--- src/rtl/otsu_frame_ctrl_if.sv ---
// Video and histogram-engine signal bundle for otsu_frame_ctrl.
//   slave  : the frame controller (takes source timing and engine strobes,
//            drives gated timing and tagged candidate strobes)
//   master : the source/engine side (testbench or surrounding system)
// Signals: vs_i/hs_i/de_i/gray_i source timing and pixel,
//          vs_o/hs_o/de_o/gray_o timing and pixel toward the engine,
//          dsp_vld/finish_clear engine strobes, cand_vld/cand_idx tagged result.
interface otsu_frame_ctrl_if;
    logic       vs_i;
    logic       hs_i;
    logic       de_i;
    logic [7:0] gray_i;
    logic       vs_o;
    logic       hs_o;
    logic       de_o;
    logic [7:0] gray_o;
    logic       dsp_vld;
    logic       finish_clear;
    logic       cand_vld;
    logic [6:0] cand_idx;

    modport slave (
        input  vs_i, hs_i, de_i, gray_i, dsp_vld, finish_clear,
        output vs_o, hs_o, de_o, gray_o, cand_vld, cand_idx
    );

    modport master (
        output vs_i, hs_i, de_i, gray_i, dsp_vld, finish_clear,
        input  vs_o, hs_o, de_o, gray_o, cand_vld, cand_idx
    );
endinterface

--- src/rtl/otsu_frame_ctrl.sv ---
// Frame scheduler in front of the Otsu histogram engine.
// Admits one frame at a time (with programmable skipping), blocks timing while
// the engine reads out and clears, tags candidate strobes with their index,
// counts completed frames and flags count/timeout errors.
// Ports:
//   clock, rst_n      clock, asynchronous active-low reset
//   enable            admit frames while high
//   cfg_skip          frames dropped between admitted frames
//   err_clr           clears the sticky error flags
//   vid               video/engine bundle (slave side)
//   frame_done        one-cycle pulse per completed frame
//   frame_cnt         completed-frame counter (wraps)
//   busy              high while passing or processing a frame
//   err_count         sticky: wrong number of candidate strobes
//   err_timeout       sticky: engine never signalled finish_clear
module otsu_frame_ctrl #(
    parameter int unsigned NUM_CAND = 128,
    parameter int unsigned TIMEOUT  = 20000,
    parameter int unsigned TO_W     = 16
) (
    input  logic                clock,
    input  logic                rst_n,
    input  logic                enable,
    input  logic [3:0]          cfg_skip,
    input  logic                err_clr,
    otsu_frame_ctrl_if.slave    vid,
    output logic                frame_done,
    output logic [15:0]         frame_cnt,
    output logic                busy,
    output logic                err_count,
    output logic                err_timeout
);
    typedef enum logic [2:0] {IDLE, ARM, PASS, PROC, DONE} state_t;

    state_t            state, state_nx;
    logic              vs_d;
    logic              vs_rise, vs_fall;
    logic              gate_open;
    logic [3:0]        skip_cnt;
    logic [7:0]        cand_cnt;
    logic [TO_W-1:0]   to_cnt;
    logic              timeout_hit;
    logic              proc_entry;

    assign vs_rise     = vid.vs_i & ~vs_d;
    assign vs_fall     = ~vid.vs_i & vs_d;
    assign timeout_hit = (to_cnt == TO_W'(TIMEOUT - 1));
    assign proc_entry  = (state == PASS) && vs_fall;

    // Gate opens in the admitting ARM cycle so vs_o trails vs_i by exactly one
    // cycle; it stays open through the PASS cycle that sees vs fall so the
    // falling edge of vs_o is still delivered.
    always_comb begin
        state_nx  = state;
        gate_open = 1'b0;
        case (state)
            IDLE: if (enable) state_nx = ARM;
            ARM: begin
                if (!enable) begin
                    state_nx = IDLE;
                end else if (vs_rise && skip_cnt == '0) begin
                    state_nx  = PASS;
                    gate_open = 1'b1;
                end
            end
            PASS: begin
                gate_open = 1'b1;
                if (vs_fall) state_nx = PROC;
            end
            PROC: begin
                if (vid.finish_clear) state_nx = DONE;
                else if (timeout_hit) state_nx = enable ? ARM : IDLE;
            end
            DONE:    state_nx = enable ? ARM : IDLE;
            default: state_nx = IDLE;
        endcase
    end

    always_ff @(posedge clock or negedge rst_n) begin
        if (!rst_n) state <= IDLE;
        else        state <= state_nx;
    end

    always_ff @(posedge clock or negedge rst_n) begin
        if (!rst_n) begin
            vs_d       <= 1'b0;
            vid.vs_o   <= 1'b0;
            vid.hs_o   <= 1'b0;
            vid.de_o   <= 1'b0;
            vid.gray_o <= '0;
        end else begin
            vs_d       <= vid.vs_i;
            vid.vs_o   <= gate_open & vid.vs_i;
            vid.hs_o   <= gate_open & vid.hs_i;
            vid.de_o   <= gate_open & vid.de_i;
            vid.gray_o <= vid.gray_i;
        end
    end

    always_ff @(posedge clock or negedge rst_n) begin
        if (!rst_n) begin
            skip_cnt <= '0;
        end else if ((state == IDLE && enable) || state == DONE) begin
            skip_cnt <= cfg_skip;
        end else if (state == ARM && enable && vs_rise && skip_cnt != '0) begin
            skip_cnt <= skip_cnt - 4'd1;
        end
    end

    always_ff @(posedge clock or negedge rst_n) begin
        if (!rst_n) begin
            cand_cnt <= '0;
            to_cnt   <= '0;
        end else if (proc_entry) begin
            cand_cnt <= '0;
            to_cnt   <= '0;
        end else if (state == PROC) begin
            to_cnt <= to_cnt + TO_W'(1);
            if (vid.dsp_vld) cand_cnt <= cand_cnt + 8'd1;
        end
    end

    always_ff @(posedge clock or negedge rst_n) begin
        if (!rst_n) begin
            frame_cnt   <= '0;
            err_count   <= 1'b0;
            err_timeout <= 1'b0;
        end else begin
            if (state == DONE) frame_cnt <= frame_cnt + 16'd1;
            // Set has priority over clear.
            if (state == PROC && vid.finish_clear && cand_cnt != 8'(NUM_CAND))
                err_count <= 1'b1;
            else if (err_clr)
                err_count <= 1'b0;
            if (state == PROC && !vid.finish_clear && timeout_hit)
                err_timeout <= 1'b1;
            else if (err_clr)
                err_timeout <= 1'b0;
        end
    end

    assign busy         = (state == PASS) || (state == PROC);
    assign frame_done   = (state == DONE);
    assign vid.cand_vld = (state == PROC) && vid.dsp_vld;
    assign vid.cand_idx = cand_cnt[6:0];
endmodule

--- src/flat_wrapper.sv ---
// flat-port wrapper written by rule: the top's interface ports become plain ports
module otsu_frame_ctrl_flat 
#(
    parameter int unsigned NUM_CAND = 128,
    parameter int unsigned TIMEOUT  = 20000,
    parameter int unsigned TO_W     = 16
)
  (clock, rst_n, enable, cfg_skip, err_clr, frame_done, frame_cnt, busy, err_count, err_timeout, vid_vs_i, vid_hs_i, vid_de_i, vid_gray_i, vid_dsp_vld, vid_finish_clear, vid_vs_o, vid_hs_o, vid_de_o, vid_gray_o, vid_cand_vld, vid_cand_idx);
  otsu_frame_ctrl_if vid_i ();
  input  logic clock;
  input  logic rst_n;
  input  logic enable;
  input  logic [3:0] cfg_skip;
  input  logic err_clr;
  output logic frame_done;
  output logic [15:0] frame_cnt;
  output logic busy;
  output logic err_count;
  output logic err_timeout;
  input wire logic [$bits(vid_i.vs_i)-1:0] vid_vs_i;
  input wire logic [$bits(vid_i.hs_i)-1:0] vid_hs_i;
  input wire logic [$bits(vid_i.de_i)-1:0] vid_de_i;
  input wire logic [$bits(vid_i.gray_i)-1:0] vid_gray_i;
  input wire logic [$bits(vid_i.dsp_vld)-1:0] vid_dsp_vld;
  input wire logic [$bits(vid_i.finish_clear)-1:0] vid_finish_clear;
  output wire logic [$bits(vid_i.vs_o)-1:0] vid_vs_o;
  output wire logic [$bits(vid_i.hs_o)-1:0] vid_hs_o;
  output wire logic [$bits(vid_i.de_o)-1:0] vid_de_o;
  output wire logic [$bits(vid_i.gray_o)-1:0] vid_gray_o;
  output wire logic [$bits(vid_i.cand_vld)-1:0] vid_cand_vld;
  output wire logic [$bits(vid_i.cand_idx)-1:0] vid_cand_idx;
  assign vid_i.vs_i = vid_vs_i;
  assign vid_i.hs_i = vid_hs_i;
  assign vid_i.de_i = vid_de_i;
  assign vid_i.gray_i = vid_gray_i;
  assign vid_i.dsp_vld = vid_dsp_vld;
  assign vid_i.finish_clear = vid_finish_clear;
  assign vid_vs_o = vid_i.vs_o;
  assign vid_hs_o = vid_i.hs_o;
  assign vid_de_o = vid_i.de_o;
  assign vid_gray_o = vid_i.gray_o;
  assign vid_cand_vld = vid_i.cand_vld;
  assign vid_cand_idx = vid_i.cand_idx;
  otsu_frame_ctrl #(.NUM_CAND(NUM_CAND), .TIMEOUT(TIMEOUT), .TO_W(TO_W)) u_core (.clock(clock), .rst_n(rst_n), .enable(enable), .cfg_skip(cfg_skip), .err_clr(err_clr), .vid(vid_i), .frame_done(frame_done), .frame_cnt(frame_cnt), .busy(busy), .err_count(err_count), .err_timeout(err_timeout));
endmodule
--- config.mk ---
export PLATFORM = sky130hd
export DESIGN_NAME = otsu_frame_ctrl_flat
export DESIGN_NICKNAME = d
export VERILOG_FILES = /design/src/rtl/otsu_frame_ctrl_if.sv /design/src/rtl/otsu_frame_ctrl.sv /design/src/flat_wrapper.sv
export SDC_FILE = /design/constraint.sdc
export NUM_CORES = 1
export LEC_CHECK = 0
export CORE_UTILIZATION = 55
export CTS_CLUSTER_SIZE = 16
export DETAILED_ROUTE_END_ITERATION = 8
export PLACE_DENSITY = 0.84
export SKIP_CTS_REPAIR_TIMING = 1
export SLEW_MARGIN = 10
export SYNTH_ARGS = -nofsm -noshare
export SYNTH_HDL_FRONTEND = slang
export SYNTH_SLANG_ARGS = --single-unit
--- constraint.sdc ---
create_clock -name clock -period 3.3 [get_ports clock]
set_clock_uncertainty 0.05 [all_clocks]
set_input_delay 0.99 -clock clock [delete_from_list [all_inputs] [get_ports clock]]
set_output_delay 0.99 -clock clock [all_outputs]
set_load 0.01 [all_outputs]
==> results of run 1 <==
==> synth_stat cells (3+ instances only) <==
master,number,share of area (%)
o211ai_1,3,0.77
inv_1,14,1.8
nor4_1,4,0.86
o31ai_1,4,1.0
nand4_1,13,2.8
buf_2,5,0.86
or2_2,3,0.64
buf_4,8,2.1
mux2i_1,4,1.4
xor2_1,11,3.3
xnor2_1,18,5.4
ha_1,6,2.6
nor3_1,6,1.0
nand3_1,14,2.4
nor4bb_1,3,1.0
dfrtp_1,61,52
o21ai_0,7,1.2
nand2_1,26,3.3
or3_1,5,1.1
a21oi_1,5,0.86
and2_1,6,1.3
nor2_1,23,3.0
and3_1,5,1.1
==> cell type report <==
type	count	area (µm²)
Inverter	14	52.6
Sequential cell	61	1530
Clock inverter	1	5.00
Fill cell	377	1390
Tap cell	70	87.6
Clock buffer	14	173
Multi-Input combinational cell	189	1240
Timing Repair Buffer	65	631
==> path summary, 6_finish.rpt <==
path / from / to / slack [ns]
setup / recovery: vid_dsp_vld / vid_cand_vld / 0.04
hold / removal: u_core.frame_cnt[15] / u_core.frame_cnt[15] / 0.43
setup reg to reg: u_core.state[2] / u_core.to_cnt[15] / 1.31
hold reg to reg: u_core.frame_cnt[15] / u_core.frame_cnt[15] / 0.43
max in group asynchronous: rst_n / u_core.to_cnt[8] / 2.17
min in group asynchronous: rst_n / u_core.vid.gray_o[7] / 0.57
==> per-stage QoR <==
| step | power [mW] | cell area, µm² | setup WS [ns] |
|---|---|---|---|
| after floorplan | 1.52 | 2920 | 0.890 |
| after global placement | 1.70 | 3540 | 0.0543 |
| after detailed placement | 1.74 | 3540 | 0.0536 |
| after CTS | 2.35 | 3710 | 0.0375 |
| after global routing | 2.49 | 3710 | 0.00365 |
| final | 2.33 | 3710 | 0.0352 |
==> power by group <==
group	switching (mW)	internal [mW]	leakage [nW]	total [mW]
combinational	0.317	0.317	0.730	0.633
sequential	0.191	0.907	0.785	1.10
clock	0.268	0.329	0.0926	0.597
total	0.775	1.55	1.61	2.33
==> cells by family (layout without fill, tap and decap cells) <==
| logic type | Yosys count | count (layout) | synth area share [%] |
|---|---|---|---|
| adders and majority gates | 6 | 6 | 2.57 |
| and+or+nand+nor | 120 | 120 | 22.5 |
| muxes | 6 | 6 | 2.14 |
| buffers and inverters | 29 | 94 | 5.23 |
| AOI/OAI and AO/OA | 28 | 28 | 6.60 |
| xor gates and xnor gates | 29 | 29 | 8.70 |
| DFF | 61 | 61 | 52.3 |
==> cell usage in the layout (no fill, tap or decap), types with 2 or more instances in the layout <==
cell             count
clkbuf_8            12
nor4bb_1             3
nor4_1               4
o31ai_1              4
and3_1               5
a21oi_1              5
mux2_2               2
inv_1               14
xor2_1              11
nor3b_1              2
o21ai_0              7
o211ai_1             3
buf_4                6
clkdlybuf4s50_1     58
nor3_1               6
xnor2_1             18
nand2_1             26
nand3_1             14
mux2i_1              4
or3_1                5
ha_1                 6
a2111oi_0            2
nand4_1             13
a211o_1              2
or2_2                3
dfrtp_1             61
and3b_1              2
and2_1               6
clkbuf_1             2
nor2_1              23
==> metal layers <==
metal  up-vias  global-route usage [%]  wire, µm
li1       1093                       -         -
met2        69                    41.6      3000
met3         8                    8.03       374
met5         -                       0         0
met4         0                    9.64        92
met1      1093                    29.4      2500
==> registers in the layout, indices dropped and copies added, names as in the netlist <==
register,count
u_core.frame_cnt,16
u_core.to_cnt,16
u_core.cand_cnt,8
u_core.vid.gray_o,8
u_core.skip_cnt,4
u_core.state,3
u_core.err_count,1
u_core.err_timeout,1
u_core.vid.de_o,1
u_core.vid.hs_o,1
u_core.vid.vs_o,1
u_core.vs_d,1
==> out/results.txt, run 1 <==
DRT antenna net count: 0
status: completed
Final Non-Filler Cells: 414
YS warnings: 0
clk_lat worst skew: 0.34 ns
worst path buffer plus inverter count: 3
Max Slew Vio Count: 0
Tmin final: 3.26 ns
RSZ-0062 raised after global routing: false
most used cell, CP: clkdlybuf4s50_1
VDD IR max: 0.406 mV
post-synth cell types: 43
drt drc: 0
Crit path max-delay family: buffers and inverters
Sink Count: 61
TritonCTS clock tree: done
Post-Syn Area per Cell: 10.5 µm²
Hold Path Class: reg2reg
Critical Path Fanout Max: 2
Chip Height: 74.9 µm
number of synthesized flops with an enable pin: 0
final net count: 367
Routed wire per std cell: 14.4 µm
Core Footprint: 5110 µm²
fraction of registers with async set/reset: 100%
Layout area overhead: 27.3%
share of layout cells above drive strength 1: 8.14%
synthesized instance count: 279
Via density: 5.47
TritonRoute pass-1 iters: 4
Netlist Area Pre-Place: 2920 µm²
Longest Clk Path Bufs: 2
Die Wd: 74.9 µm
HPWL Detailed: 4230 µm
Crit. path cell count: 4
DR vias: 2263
syn nets: 306
Fin. Hold Viols: 0
Main synth FF type: dfrtp_1
power per cell area: 627 nW/µm²
first-pass GRT wire length: 10200 µm
vias in the first global route: 2266
peak per-stage delay on the critical path: 0.53 ns
CP Capture Type: primary output
antenna violations before repair: 0
fin util: 72.7%
gr usage total: 24.7%
Worst Setup Start Kind: input port
initial drt markers: 101
post-route setup TNS: 0 ns
clock-pin slew on the worst setup and hold paths: 0.06 ns
die area: 5600 µm²
Initial Util: 57.2%
Slowest-stage cell, CP: clkdlybuf4s50_1
number of diodes: 0
Rel. slew slack: 65.9%
Slew @ Worst Pin: 0.499 ns
H-tree depth: 3
Fin Hold WS: 0.425 ns
Reg2Reg Depth: 5
Leakage: 1.61 nW
WP data required: 2.26 ns
cell at the root of the clock tree: clkbuf_8
final WL: 5970 µm
fmax: 306 MHz
critical-path cell list: clkdlybuf4s50_1 > nand4b_1 > inv_1 > clkdlybuf4s50_1
TritonCTS buffer count: 9
Setup violations, final: 0
post-synthesis sequential area ratio: 52.3%
gpl congestion: 0.804
IO Pins: 60
Post-Place Cells: 399
total grt overflow: 0
hold depth: 1
Tcrit/Tclk final: 98.9%
register bit total from synthesis: 61
CP Class: in2out
Row Count: 26
largest net degree at the start of global routing: 41
Critical Path AT: 2.22 ns
max cap viols: 0
PortBufs: 59
Power figures use the tool's default switching activity.
==> run 2, diff against run 1 <==
- CORE_MARGIN: unset -> 1
==> results of run 2 <==
Final layout, timing and power as in run 1 (identical DEF).
==> run 3, diff against run 2 <==
- ABC_AREA: unset -> 1
- PLACE_DENSITY: 0.84 -> 0.82
==> run 3 against run 2 <==
Wire length increased by 12%. Register-to-register slack improved by 0.29 ns. Non-clock buffer count decreased by 3. Global-route usage decreased by 0.19 points. Die area increased by 11%. Critical path type unchanged. Largest cell class unchanged.
==> out/results.txt, run 3 <==
Synth top area share: 47.0% (-5.3 points)
fmax: 314 MHz (+2.6%)
Post-DP Area: 3860 µm² (+9.2%)
Worst Setup Start Kind: input port
gpl congestion: 0.852 (+6.0%)
Synth area leaders: dfrtp_1 (47%), nand2_1 (13%), nor2_1 (6.5%)
commonest non-fill, non-tap cell in the layout: nand2_1
antenna violations before repair: 0 (unchanged)
synthesized instance count: 413 (+48%)
YS warnings: 0 (unchanged)
CP Class: in2out
Hold Path Class: reg2reg
power per cell area: 577 nW/µm² (-8.0%)
RSZ-0062 raised after global routing: false
clk_lat worst skew: 0.33 ns (about the same)
Via density: 5.13 (-6.1%)
FILL cells: 449 (+19%)
count leader, synth: nand2_1
post-synthesis sequential area ratio: 47.0% (-5.3 points)
most frequent cells after synthesis: nand2_1 (109), dfrtp_1 (61), nor2_1 (56), inv_1 (52), nand3_1 (26)
Fin Hold WS: 0.468 ns (+0.0422 ns)
Chip Height: 78.9 µm (+5.4%)
WP data required: 2.26 ns (about the same)
share of layout cells above drive strength 1: 9.19% (+1.0 points)
Main synth FF type: dfrtp_1
final WL: 6710 µm (+12%)
drt drc: 0 (unchanged)
Fin. Hold Viols: 0 (unchanged)
Critical Path AT: 2.14 ns (-0.08 ns)
number of diodes: 0 (unchanged)
post-synth cell types: 31 (-28%)
Slew @ Worst Pin: 0.489 ns (-0.00952 ns)
vias in the first global route: 2760 (+22%)
Longest Clk Path Bufs: 2 (unchanged)
TritonCTS clock tree: done
cell at the root of the clock tree: clkbuf_8
Initial Util: 57.9% (+0.79 points)
Tcrit/Tclk final: 96.4% (-2.5 points)
fin area: 4060 µm² (+9.3%)
TritonCTS buffer count: 9 (unchanged)
IO Pins: 60 (unchanged)
TritonRoute pass-1 iters: 4 (unchanged)
total grt overflow: 0 (unchanged)
DR vias: 2827 (+25%)
post-route setup TNS: 0 ns (unchanged)
Leakage: 1.94 nW (+21%)
Critical Path Fanout Max: 2 (unchanged)
final net count: 502 (+37%)
syn nets: 440 (+44%)
Die Wd: 78.9 µm (+5.4%)
Layout area overhead: 24.9%
register bit total from synthesis: 61 (unchanged)
first-pass GRT wire length: 11800 µm (+16%)
dominant cell type by area after synthesis: dfrtp_1
Max Slew Vio Count: 0 (unchanged)
HPWL Detailed: 4920 µm (+16%)
Netlist Area Pre-Place: 3250 µm² (+11%)
Routed wire per std cell: 12.2 µm (-16%)
gr usage total: 24.5% (-0.19 points)
H-tree depth: 3 (unchanged)
VDD IR max: 0.429 mV (+5.5%)
largest net degree at the start of global routing: 37 (-9.8%)
Setup violations, final: 0 (unchanged)
CP Capture Type: primary output
Post-Syn Area per Cell: 7.87 µm² (-25%)
top flop regs: u_core.frame_cnt x16, u_core.to_cnt x16
number of synthesized flops with an enable pin: 0 (unchanged)
clock-pin slew on the worst setup and hold paths: 0.06 ns (about the same)
fraction of registers with async set/reset: 100% (unchanged)
PortBufs: 59 (unchanged)
Rel. slew slack: 67.4% (+1.5 points)
Tmin final: 3.18 ns (-0.0840 ns)
commonest non-fill, non-tap cells in the layout: nand2_1 (109), dfrtp_1 (61), clkdlybuf4s50_1 (58)
DRT antenna net count: 0 (unchanged)
initial drt markers: 193 (+91%)
max cap viols: 0 (unchanged)
Row Count: 27 (+3.8%)
status: completed
Sink Count: 61 (unchanged)
die area: 6220 µm² (+11%)
Core Footprint: 5610 µm² (+9.8%)
## run 3: critical path: stages
cell and delay (ns):
clkdlybuf4s50_1 0.45, inv_1 0.06, nor2_4 0.10, clkdlybuf4s50_1 0.54
## run 3: where the power goes
part | switching [mW] | total, mW | internal (mW)
clock network | 0.275 | 0.647 | 0.372
registers | 0.132 | 0.998 | 0.866
logic | 0.385 | 0.696 | 0.311
total | 0.791 | 2.34 | 1.55
## run 3: final cells by class
cell class	count	area, µm²	area share, %
Timing Repair Buffer	62	608	15.0
Inverter	55	208	5.12
Sequential cell	61	1530	37.6
Multi-Input combinational cell	286	1430	35.2
Tap cell	72	90.1	2.22
Clock buffer	15	196	4.84
## run 3: routing by layer
metal | up-vias | routed length, µm | track usage (%)
li1 | 1418 | - | -
met1 | 1336 | 3080 | 30.5
met2 | 65 | 3200 | 41.4
met3 | 8 | 320 | 4.60
met4 | 0 | 102 | 11.1
met5 | - | 0 | 0
## run 3: per-stage QoR
step	cells	utilization (%)	power, mW	setup WS (ns)
2_1_floorplan	413	-	1.48	0.988
3_3_place_gp	536	68.9	1.66	0.129
3_5_place_dp	536	68.9	1.70	0.113
4_1_cts	551	72.4	2.36	0.112
5_1_grt	551	72.4	2.48	0.0765
6_report	551	72.4	2.34	0.119
## run 3: path summary, 6_finish.rpt
check	startpoint	end	slack, ns	cells past startpoint
max	vid_dsp_vld	vid_cand_vld	0.12	4
min	u_core.frame_cnt[8]	u_core.frame_cnt[8]	0.47	1
max reg2reg	u_core.state[0]	u_core.to_cnt[3]	1.60	4
min reg2reg	u_core.frame_cnt[8]	u_core.frame_cnt[8]	0.47	1
max in group asynchronous	rst_n	u_core.frame_cnt[9]	2.22	2
min in group asynchronous	rst_n	u_core.cand_cnt[0]	0.59	2
## run 3: logic make-up after synthesis
group | synth area share [%]
AOI/OAI and AO/OA | 6.32
xor gates and xnor gates | 2.43
adders and majority gates | 2.31
buffers and inverters | 9.01
DFF | 47.0
and+or+nand+nor | 33.0
